File: config.mk
export PLATFORM = sky130hd
export DESIGN_NAME = bcd_counter_display
export DESIGN_NICKNAME = d
export VERILOG_FILES = /design/src/rtl/bcd_pkg.sv /design/src/rtl/bcd_digit.sv /design/src/rtl/bcd_counter_display.sv
export SDC_FILE = /design/constraint.sdc
export NUM_CORES = 1
export LEC_CHECK = 0
export CORE_AREA = 2 2 70 72
export DETAILED_ROUTE_END_ITERATION = 10
export DIE_AREA = 0 0 72 74
export PLACE_DENSITY_LB_ADDON = 0.12
export SYNTH_ARGS = -nofsm -noshare
export SYNTH_HDL_FRONTEND = slang
export SYNTH_SLANG_ARGS = --single-unit
File: constraint.sdc
create_clock -name clk -period 5.3 [get_ports clk]
set_input_delay 1.06 -clock clk [delete_from_list [all_inputs] [get_ports clk]]
set_output_delay 1.06 -clock clk [all_outputs]
set_load 0.02 [all_outputs]
File: src/rtl/bcd_pkg.sv
// rtl/bcd_pkg.sv - shared BCD types, constants and helpers
//
// Purpose : common definitions for the BCD counter slice.
// Contents: BCD_MAX    largest legal decimal digit
//           bcd_t      one packed BCD nibble
//           is_bcd()   1 when a nibble holds a legal decimal digit
package bcd_pkg;

    localparam logic [3:0] BCD_MAX = 4'd9;

    typedef logic [3:0] bcd_t;

    function automatic logic is_bcd(input bcd_t n);
        return (n <= BCD_MAX);
    endfunction

endpackage

File: src/rtl/bcd_digit.sv
// rtl/bcd_digit.sv - one decade cell of the BCD up/down counter
//
// Purpose : holds one decimal digit, steps it up or down, and passes a
//           carry (up) or borrow (down) to the next more significant cell.
// Ports   : clk          system clock, rising edge
//           clrn         asynchronous active-low reset
//           step_in      advance this digit on the next edge
//           up           direction, 1 = increment, 0 = decrement
//           clr          synchronous clear (highest priority)
//           load         synchronous load (beats step_in)
//           load_nibble  value to load; non-decimal nibbles load as 0
//           value        current digit
//           step_out     carry/borrow into the next digit
//           at_term      digit sits at 9 (up) or 0 (down)
module bcd_digit
    import bcd_pkg::*;
(
    input  logic clk,
    input  logic clrn,
    input  logic step_in,
    input  logic up,
    input  logic clr,
    input  logic load,
    input  bcd_t load_nibble,
    output bcd_t value,
    output logic step_out,
    output logic at_term
);

    bcd_t value_q;
    bcd_t value_d;

    assign at_term  = up ? (value_q == BCD_MAX) : (value_q == 4'd0);
    // Carry/borrow only ripples when this digit is itself stepping across its end.
    assign step_out = step_in & at_term;
    assign value    = value_q;

    always_comb begin
        value_d = value_q;
        if (clr) begin
            value_d = 4'd0;
        end else if (load) begin
            value_d = is_bcd(load_nibble) ? load_nibble : 4'd0;
        end else if (step_in) begin
            if (at_term) begin
                value_d = up ? 4'd0 : BCD_MAX;
            end else begin
                value_d = up ? (value_q + 4'd1) : (value_q - 4'd1);
            end
        end
    end

    always_ff @(posedge clk or negedge clrn) begin
        if (!clrn) begin
            value_q <= 4'd0;
        end else begin
            value_q <= value_d;
        end
    end

endmodule

File: src/rtl/bcd_counter_display.sv
// rtl/bcd_counter_display.sv - prescaled multi-digit BCD up/down counter for 7-segment display
//
// Purpose : counts in decimal once every PRESCALE enabled clocks and presents
//           one BCD nibble per display digit to the downstream decoders.
// Config  : define BCD_LEADING_ZERO_BLANK_EN to drive blank[] for leading
//           zeros; otherwise blank is constant 0.
// Ports   : clk       system clock, rising edge
//           clrn      asynchronous active-low reset
//           en        run enable; prescaler and counter hold when low
//           up        direction, 1 = increment, 0 = decrement
//           load      synchronous load strobe
//           load_val  BCD value to load, digit0 in [3:0]
//           clr       synchronous clear strobe (beats load)
//           digits    current BCD count, digit0 in [3:0]
//           tick      prescaler step pulse (combinational)
//           wrap      terminal-count pulse (combinational)
//           blank     per-digit blank request
module bcd_counter_display
    import bcd_pkg::*;
#(
    parameter int DIGITS   = 4,
    parameter int PRESCALE = 500000
) (
    input  logic                  clk,
    input  logic                  clrn,
    input  logic                  en,
    input  logic                  up,
    input  logic                  load,
    input  logic [4*DIGITS-1:0]   load_val,
    input  logic                  clr,
    output logic [4*DIGITS-1:0]   digits,
    output logic                  tick,
    output logic                  wrap,
    output logic [DIGITS-1:0]     blank
);

    localparam int             PW      = (PRESCALE > 1) ? $clog2(PRESCALE) : 1;
    localparam logic [PW-1:0]  PS_LAST = PW'(PRESCALE - 1);

    logic [PW-1:0]     ps_q;
    logic [PW-1:0]     ps_d;
    logic [DIGITS:0]   step;
    logic [DIGITS-1:0] term;

    assign tick = en && (ps_q == PS_LAST);

    // Clear and load both restart the step interval from a fresh phase.
    always_comb begin
        ps_d = ps_q;
        if (clr || load) begin
            ps_d = '0;
        end else if (tick) begin
            ps_d = '0;
        end else if (en) begin
            ps_d = ps_q + PW'(1);
        end
    end

    always_ff @(posedge clk or negedge clrn) begin
        if (!clrn) begin
            ps_q <= '0;
        end else begin
            ps_q <= ps_d;
        end
    end

    assign step[0] = tick;

    for (genvar g = 0; g < DIGITS; g++) begin : g_digit
        bcd_digit u_digit (
            .clk         (clk),
            .clrn        (clrn),
            .step_in     (step[g]),
            .up          (up),
            .clr         (clr),
            .load        (load),
            .load_nibble (load_val[4*g +: 4]),
            .value       (digits[4*g +: 4]),
            .step_out    (step[g+1]),
            .at_term     (term[g])
        );
    end

    // The top carry-out already means tick with every digit terminal; the
    // explicit terminal AND keeps wrap tied to the digit values themselves.
    assign wrap = step[DIGITS] & (&term);

`ifdef BCD_LEADING_ZERO_BLANK_EN
    for (genvar i = 0; i < DIGITS; i++) begin : g_blank
        if (i == 0) begin : g_units
            // The units digit always shows, so a zero count reads "0".
            assign blank[0] = 1'b0;
        end else begin : g_upper
            assign blank[i] = (digits[4*DIGITS-1 : 4*i] == '0);
        end
    end
`else
    assign blank = '0;
`endif

endmodule

# After elaboration in Yosys (flattened, before gate mapping)
# Index checks and enable logic that the tools add are counted.
[classes] n_lt_le_gt_ge=4 n_mux=32 n_addsub=9 bitwise_logic=5 eq_ne=5 n_reduce_logical=12
[ops] operator="2-to-1 mux 4 bit" count=25
[ops] operator="2-to-1 mux 19 bit" count=3
[ops] operator="adder 19 x 1 -> 19 bit (second input constant)" count=1
[ops] operator="== test 19 bit (second input constant)" count=1
[ops] operator="adder 4 x 1 -> 4 bit (second input constant)" count=4
[ops] operator="== test 4 bit (second input constant)" count=4
[ops] operator="less-or-equal comparator 4 bit (second input constant)" count=4
[ops] operator="zero test 4 bit" count=4
[ops] operator="subtractor 4 x 1 -> 4 bit (second input constant)" count=4
[ops] operator="nonzero test 3 bit" count=5
[ops] operator="bitwise AND 1 bit" count=5
[ops] operator="2-to-1 mux 1 bit" count=4
[ops] operator="AND reduction 4 bit" count=1
[ops] operator="logical AND 1 bit" count=1
[ops] operator="logical OR 1 bit" count=1
[totals] out_inout_bits=22 inputBits=22 regBits=35 elab_cells=72

# Depth between registers and ports, before layout
# Gate-level depths: netlist of run 1.
[logic_depth] depth_word=8 mapped_depth=10

# Hierarchy
# From an unflattened synthesis of run 1, not the netlist that was laid out.
[unflattened] hier_cells=298 area_unflattened_um2=2683.8
[by_module_without_submodules] mod="bcd_digit" cells_per_inst=46 area_each_um2=397.9 instances=4
[by_module_without_submodules] mod="bcd_counter_display" cells_per_inst=114 area_each_um2=1092.3 instances=1

# Worst setup path before layout of run 1
# OpenSTA, ideal clock, no wires.
[synth_timing] path_kind="input to output" startpoint="input up" endpoint="output wrap" arrival_time_ns=2.367 path_stages=4 n_path_buf=0 required_ns=4.240 setup_slack_ns=1.873 cell_sequence="or3_4 a211oi_2 nor3b_4 and4_2"
[synth_via] elab_chain_cells=6
[synth_lines] element="from (decl)" line_no="bcd_counter_display.sv:27" rtl="input logic up,"
[synth_lines] element="2-to-1 mux 1 bit" line_no="bcd_digit.sv:33" rtl="assign at_term = up ? (value_q == BCD_MAX) : (value_q == 4'd0);"
[synth_lines] element="bitwise AND 1 bit (4 in a row)" line_no="bcd_digit.sv:35" rtl="assign step_out = step_in & at_term;"
[synth_lines] element="bitwise AND 1 bit (*)" line_no="bcd_counter_display.sv:86" rtl="assign wrap = step[DIGITS] & (&term);"
[synth_lines] element="to (decl)" line_no="bcd_counter_display.sv:33" rtl="output logic wrap,"
# Mark *: on every way between the ends. The rest lies on a longest branch, timed or not.

# Final worst setup path of run 1
# Same ends and word-level chain as after synthesis.

==> results.toml, run 1 <==
[status]
status = "finished clean"

[layout]
num-nets-final = 363
area_growth_pct = 18.7
diodes = 0
design_area_um2 = 3070
fraction_of_layout_cells_with_a_size_suffix_above_1 = 0.0729

[global_routing]
grt_antenna_before_repair = 0
grt_start_max_net_pins = 36
global_route_wire_length_before_repair_mm = 10.2
first_global_vias = 2155
grtUsageTotal = 0.244
grt-ovfl-total = 0

[floorplan]
boundaryPins = 44
die-area_um2 = 5330
floorplan.core_area_um2 = 4600
die_w_um = 72
die-height_um = 74
row_count = 25
start_util = 0.562

[sta]
max_clock_freq_mhz = 216
setup-tns-final_ns = 0
grt_setup_unrepaired = "no"
finalHoldViolations = 0
finalCritPeriodShare = 0.875
setup_violations = 0
worstMarginPinSlew_ns = 0.775
fin_crit_ns = 4.64
final_slew_viol_count = 0
slew-limit-headroom = 0.482
skew_ns = 0.0101

[critical_path]
critical_path.startpoint_type = "primary input"
crit_buf_inv = 3
crit_path_max_fanout = 27
worstSetupEndpointType = "primary output"
cpPeakStageDelay_ns = 0.60
critPathSlowestCell = "sky130_fd_sc_hd__clkdlybuf4s50_1"
critical_path.cell_chain = "clkdlybuf4s50_1, buf_4, nand3_1, a211oi_2, nor3b_4, and4_2, clkdlybuf4s50_1"
crit_type = "in2out"
cp_most_frequent_cell = "sky130_fd_sc_hd__clkdlybuf4s50_1"
arrival_ns = 3.58
required_ns = 4.24
cpLargestDelayFamily = "buffers and inverters"

[pwr]
p_leak_nw = 1.26
vdd_drop_max_mv = 0.142
power.density_nw_per_um2 = 208

[logic_synthesis]
synth.area.top_cells = "sky130_fd_sc_hd__dfrtp_1 (34%), sky130_fd_sc_hd__xor2_1 (6.1%), sky130_fd_sc_hd__nor2_1 (5.1%)"
synth.cells.most_frequent = "sky130_fd_sc_hd__dfrtp_1 (35), sky130_fd_sc_hd__nor2_1 (35), sky130_fd_sc_hd__nand2_1 (23), sky130_fd_sc_hd__xor2_1 (18), sky130_fd_sc_hd__nand3_1 (16)"
fraction_of_registers_with_async_set_reset = 1.00
synthesis.area_um2 = 2590
yosys_register_bits = 35
syn-instance-count = 295
post-synth-top-area-cell = "sky130_fd_sc_hd__dfrtp_1"
synth_enable_flop_cells = 0
synth_ff_type = "sky130_fd_sc_hd__dfrtp_1"
sequential_cell_area_fraction_in_the_yosys_report = 0.339
synth_largest_type_area_fraction = 0.339
avgSynthCellArea_um2 = 8.77
synthDistinctLibCells = 59
yosys_warnings = 0

[place]
place.gp.congestion = 0.824
postPlaceCellArea_um2 = 2970
portBuffers = 39
dp.final_hpwl_mm = 4.30

[detailed_routing]
drt.antenna.violating_nets = 0
detailedRoute.firstIterationViolations = 125
via_count = 2261
drt_pass1_iterations = 4
postRouteWirelength_mm = 5.91
wl_per_cell_um = 15.4
drt-vias-per-instance = 5.90
drc = 0

[cts]
cts_made_buffers = 5
holdBufCountCts = 0
cts.repair_timing.setup_buffer_count = 0
insertion_delay_ns = 0.29
clockRootBuffer = "sky130_fd_sc_hd__clkbuf_8"
cts.clk_slew.worst_paths_ns = 0.07
clk_buf_depth = 2
cts.repair.resized = 0
htree_num_levels = 2
cts.sink_count = 35
clock_tree_from_tritoncts = "built"

[min_path]
hold_path.class = "reg2reg"

[flow_run]
maxCapViolations = 0
-- final timing paths --
| check | startpoint | endpoint | slack, ns | cells after the start |
|---|---|---|---|---|
| min reg2reg | ps_q[18]$_DFFE_PN0P_ | ps_q[18]$_DFFE_PN0P_ | 0.57 | 2 |
| min | ps_q[18]$_DFFE_PN0P_ | ps_q[18]$_DFFE_PN0P_ | 0.57 | 2 |
| max reg2reg | ps_q[10]$_DFFE_PN0P_ | g_digit[0].u_digit.value[2]$_DFFE_PN0P_ | 2.71 | 6 |
| max | up | wrap | 0.66 | 7 |
| max in group asynchronous | clrn | g_digit[3].u_digit.value[1]$_DFFE_PN0P_ | 3.80 | 2 |
| min in group asynchronous | clrn | ps_q[17]$_DFFE_PN0P_ | 1.18 | 2 |
-- metal layers --
| metal | wire, µm | part of all wire | track usage |
|---|---|---|---|
| met2 | 2920 | 0.49 | 0.422 |
| met1 | 2670 | 0.45 | 0.323 |
| met4 | 58 | 0.0098 | 0.0566 |
| met3 | 270 | 0.046 | 0.0447 |
| met5 | 0 | 0 | 0 |
-- cell type report --
cell class	count	area (µm²)
Multi-Input combinational cell	235	1580
Fill cell	393	1530
Sequential cell	35	876
Timing Repair Buffer	42	413
Clock buffer	8	100
Tap cell	54	67.6
Inverter	9	33.8
-- registers in the layout, summed over array words and instances, names as in the netlist --
name                   count
g_digit.u_digit.value     16
ps_q                      19
-- cell usage in the layout, fill, tap and decap left out, types with 5 or more instances in the layout --
master | netlist | final
sky130_fd_sc_hd__a21oi_1 | 12 | 12
sky130_fd_sc_hd__nor2_1 | 35 | 35
sky130_fd_sc_hd__and3_1 | 7 | 7
sky130_fd_sc_hd__nor3_1 | 10 | 10
sky130_fd_sc_hd__o21ai_0 | 10 | 10
sky130_fd_sc_hd__nand2_1 | 23 | 23
sky130_fd_sc_hd__clkdlybuf4s50_1 | 0 | 39
sky130_fd_sc_hd__inv_1 | 9 | 9
sky130_fd_sc_hd__a211oi_1 | 6 | 6
sky130_fd_sc_hd__clkbuf_8 | 0 | 7
sky130_fd_sc_hd__mux2i_1 | 5 | 5
sky130_fd_sc_hd__dfrtp_1 | 35 | 35
sky130_fd_sc_hd__ha_1 | 9 | 9
sky130_fd_sc_hd__nand3_1 | 16 | 16
sky130_fd_sc_hd__xor2_1 | 18 | 18
sky130_fd_sc_hd__xnor2_1 | 8 | 8
-- power breakdown --
| group | switching [W] | internal (W) | total (W) |
|---|---|---|---|
| Sequential | 0.0000154 | 0.000274 | 0.000290 |
| Clock | 0.0000937 | 0.000119 | 0.000212 |
| Combinational | 0.0000724 | 0.0000628 | 0.000135 |
-- through the flow --
step,utilization,std cells,setup slack [ns],hold slack (ns),power (W)
floorplan,-,298,1.87,0.518,0.000376
global placement,0.646,375,0.730,0.542,0.000427
detailed placement,0.646,375,0.660,0.550,0.000430
CTS,0.667,383,0.645,0.574,0.000643
global route,0.667,383,0.502,0.601,0.000673
finish,0.667,383,0.662,0.574,0.000637
-- tightest hold or removal path, cell delays in order, from the launching register on --
cell                      delay, ns
sky130_fd_sc_hd__dfrtp_1       0.38
sky130_fd_sc_hd__xor2_1        0.08
sky130_fd_sc_hd__nor2_1        0.07
-- kinds of logic (layout without fill, tap and decap cells) --
family                     after synthesis  after routing  synth area share
and+or+nand+nor                        126            126             0.261
AOI/OAI and AO/OA                       61             61             0.162
DFF                                     35             35             0.339
buffers and inverters                   28             59            0.0551
xor gates and xnor gates                26             26            0.0881
adders and majority gates               13             13            0.0745
muxes                                    5              5            0.0194
other                                    1              4           0.00145
(Power assumes the default switching activity.)
==> run 2, diff against run 1 <==
--- a/config.mk
+++ b/config.mk
@@ -5,10 +5,11 @@
 export SDC_FILE = /design/constraint.sdc
 export NUM_CORES = 1
 export LEC_CHECK = 0
-export CORE_AREA = 2 2 70 72
+export CORE_AREA = 2 2 83 61
 export DETAILED_ROUTE_END_ITERATION = 10
-export DIE_AREA = 0 0 72 74
+export DIE_AREA = 0 0 85 63
 export PLACE_DENSITY_LB_ADDON = 0.12
+export SETUP_SLACK_MARGIN = 0.1
 export SYNTH_ARGS = -nofsm -noshare
 export SYNTH_HDL_FRONTEND = slang
 export SYNTH_SLANG_ARGS = --single-unit
==> run 2 against run 1 <==
First-iteration DRC count is 61% higher. Core utilization is 0.68 points higher. Via count is 3.9% higher. Sequential cell count stayed put. Largest power group unchanged.
==> results.toml, run 2 (same netlist as run 1, synthesis figures left out) <==
[critical_path]
r2r_start = "ps_q[10]$_DFFE_PN0P_"
worstSetupEndpointType = "primary output"
rrSetupSlack_ns = 2.65
worst_setup_path_startpoint = "up"
crit_type = "in2out"
rr_endpoint = "g_digit[0].u_digit.value[2]$_DFFE_PN0P_"
arrival_ns = 3.54
last_element_of_the_critical_path = "wrap"
required_ns = 4.24
crit_path_max_fanout = 27
critical_path.startpoint_type = "primary input"
ff2ff_path_depth = 6

[cts]
cts.clk_slew.worst_paths_ns = 0.08
clock_tree_from_tritoncts = "built"
htree_num_levels = 2
holdBufCountCts = 0
cts.repair_timing.setup_buffer_count = 0
cts_made_buffers = 5
cts.sink_count = 35
cts.repair.resized = 0
insertion_delay_ns = 0.29
clk_buf_depth = 2
clockRootBuffer = "sky130_fd_sc_hd__clkbuf_8"

[floorplan]
floorplan.core_area_um2 = 4600
die-height_um = 63
die-area_um2 = 5360
start_util = 0.562
boundaryPins = 44
die_w_um = 85
row_count = 21

[sta]
fin_crit_ns = 4.60
setup-tns-final_ns = 0
finalHoldViolations = 0
finalCritPeriodShare = 0.868
setup_violations = 0
worstMarginPinSlew_ns = 0.760
max_clock_freq_mhz = 217
whs_ns = 0.572
final_slew_viol_count = 0
skew_ns = 0.00643
slew-limit-headroom = 0.492
grt_setup_unrepaired = "no"
postLayoutSetupSlackWorst_ns = 0.700

[pwr]
power.density_nw_per_um2 = 218
p_leak_nw = 1.27
vdd_drop_max_mv = 0.167

[global_routing]
gr_util_met3 = 0.0608
first_global_vias = 2099
global_route_wire_length_before_repair_mm = 10.5
grt_start_max_net_pins = 36
grt-ovfl-total = 0
grt_use_met1 = 0.398
use_met2 = 0.320
grt_busiest_layer = "met1"
grtUsageTotal = 0.246
grt_antenna_before_repair = 0

[place]
preCtsSetupSlack_ns = 0.698
dp.final_hpwl_mm = 4.51
portBuffers = 39
postPlaceCellArea_um2 = 2990
place.gp.congestion = 0.858

[detailed_routing]
detailedRoute.firstIterationViolations = 201
postRouteWirelength_mm = 6.26
wl_per_cell_um = 16.1
drt_pass1_iterations = 6
via_count = 2349
drt.antenna.violating_nets = 0
drt-vias-per-instance = 6.05
drc = 0

[layout]
layout.cells.most_common = "sky130_fd_sc_hd__clkdlybuf4s50_1"
diodes = 0
largest_reg_flops = 19
registers.top_by_ff_count = "ps_q"
area_growth_pct = 19.9
fraction_of_layout_cells_with_a_size_suffix_above_1 = 0.0816
num-nets-final = 365
final_cell_mix = "sky130_fd_sc_hd__clkdlybuf4s50_1 (39), sky130_fd_sc_hd__nor2_1 (35), sky130_fd_sc_hd__dfrtp_1 (35), sky130_fd_sc_hd__nand2_1 (23), sky130_fd_sc_hd__xor2_1 (18)"
design_area_um2 = 3100

[flow_run]
maxCapViolations = 0

[status]
status = "finished clean"

[min_path]
hold_path.class = "reg2reg"
## run 2: worst min-delay path by stage
stage	end	depth (start not counted)	slack [ns]	from
floorplan	ps_q[18]$_DFFE_PN0P_	2	0.52	ps_q[18]$_DFFE_PN0P_
global placement	ps_q[4]$_DFFE_PN0P_	2	0.54	ps_q[4]$_DFFE_PN0P_
detailed placement	ps_q[18]$_DFFE_PN0P_	2	0.55	ps_q[18]$_DFFE_PN0P_
CTS	ps_q[18]$_DFFE_PN0P_	2	0.57	ps_q[18]$_DFFE_PN0P_
global route	ps_q[4]$_DFFE_PN0P_	2	0.61	ps_q[4]$_DFFE_PN0P_
finish	ps_q[18]$_DFFE_PN0P_	2	0.57	ps_q[18]$_DFFE_PN0P_
## run 2: where the power goes
| part | switching, W | leakage, nW | internal (W) |
|---|---|---|---|
| registers | 0.0000158 | 0.479 | 0.000274 |
| clock network | 0.000108 | 0.0581 | 0.000140 |
| logic | 0.0000744 | 0.738 | 0.0000637 |
## run 2: final cells by class
cell class / instances / area (µm²)
inverters: 9 / 33.8
well taps: 57 / 71.3
multi-input cells: 235 / 1580
repair buffers: 44 / 428
fillers: 383 / 1500
clock buffers: 5 / 68.8
flip-flops and latches: 35 / 876
clock inverters: 3 / 43.8
## run 2: worst max-delay path, cell delays in order
cell,delay [ns]
sky130_fd_sc_hd__clkdlybuf4s50_1,0.50
sky130_fd_sc_hd__buf_4,0.31
sky130_fd_sc_hd__nand3_1,0.17
sky130_fd_sc_hd__a211oi_2,0.27
sky130_fd_sc_hd__nor3b_4,0.22
sky130_fd_sc_hd__buf_4,0.18
sky130_fd_sc_hd__and4_2,0.21
sky130_fd_sc_hd__clkdlybuf4s50_1,0.60
## run 2: stage by stage
| step | util | instances | power [W] |
|---|---|---|---|
| final | 0.674 | 388 | 0.000676 |
| after global routing | 0.674 | 388 | 0.000708 |
| after CTS | 0.674 | 388 | 0.000678 |
| after detailed placement | 0.650 | 380 | 0.000432 |
| after global placement | 0.650 | 380 | 0.000430 |
| after floorplan | - | 298 | 0.000376 |
## run 2: layer usage
layer	up-vias	wire length (µm)
li1	1125	-
met1	1123	3290
met2	97	2460
met3	4	487
met4	0	30
met5	-	0
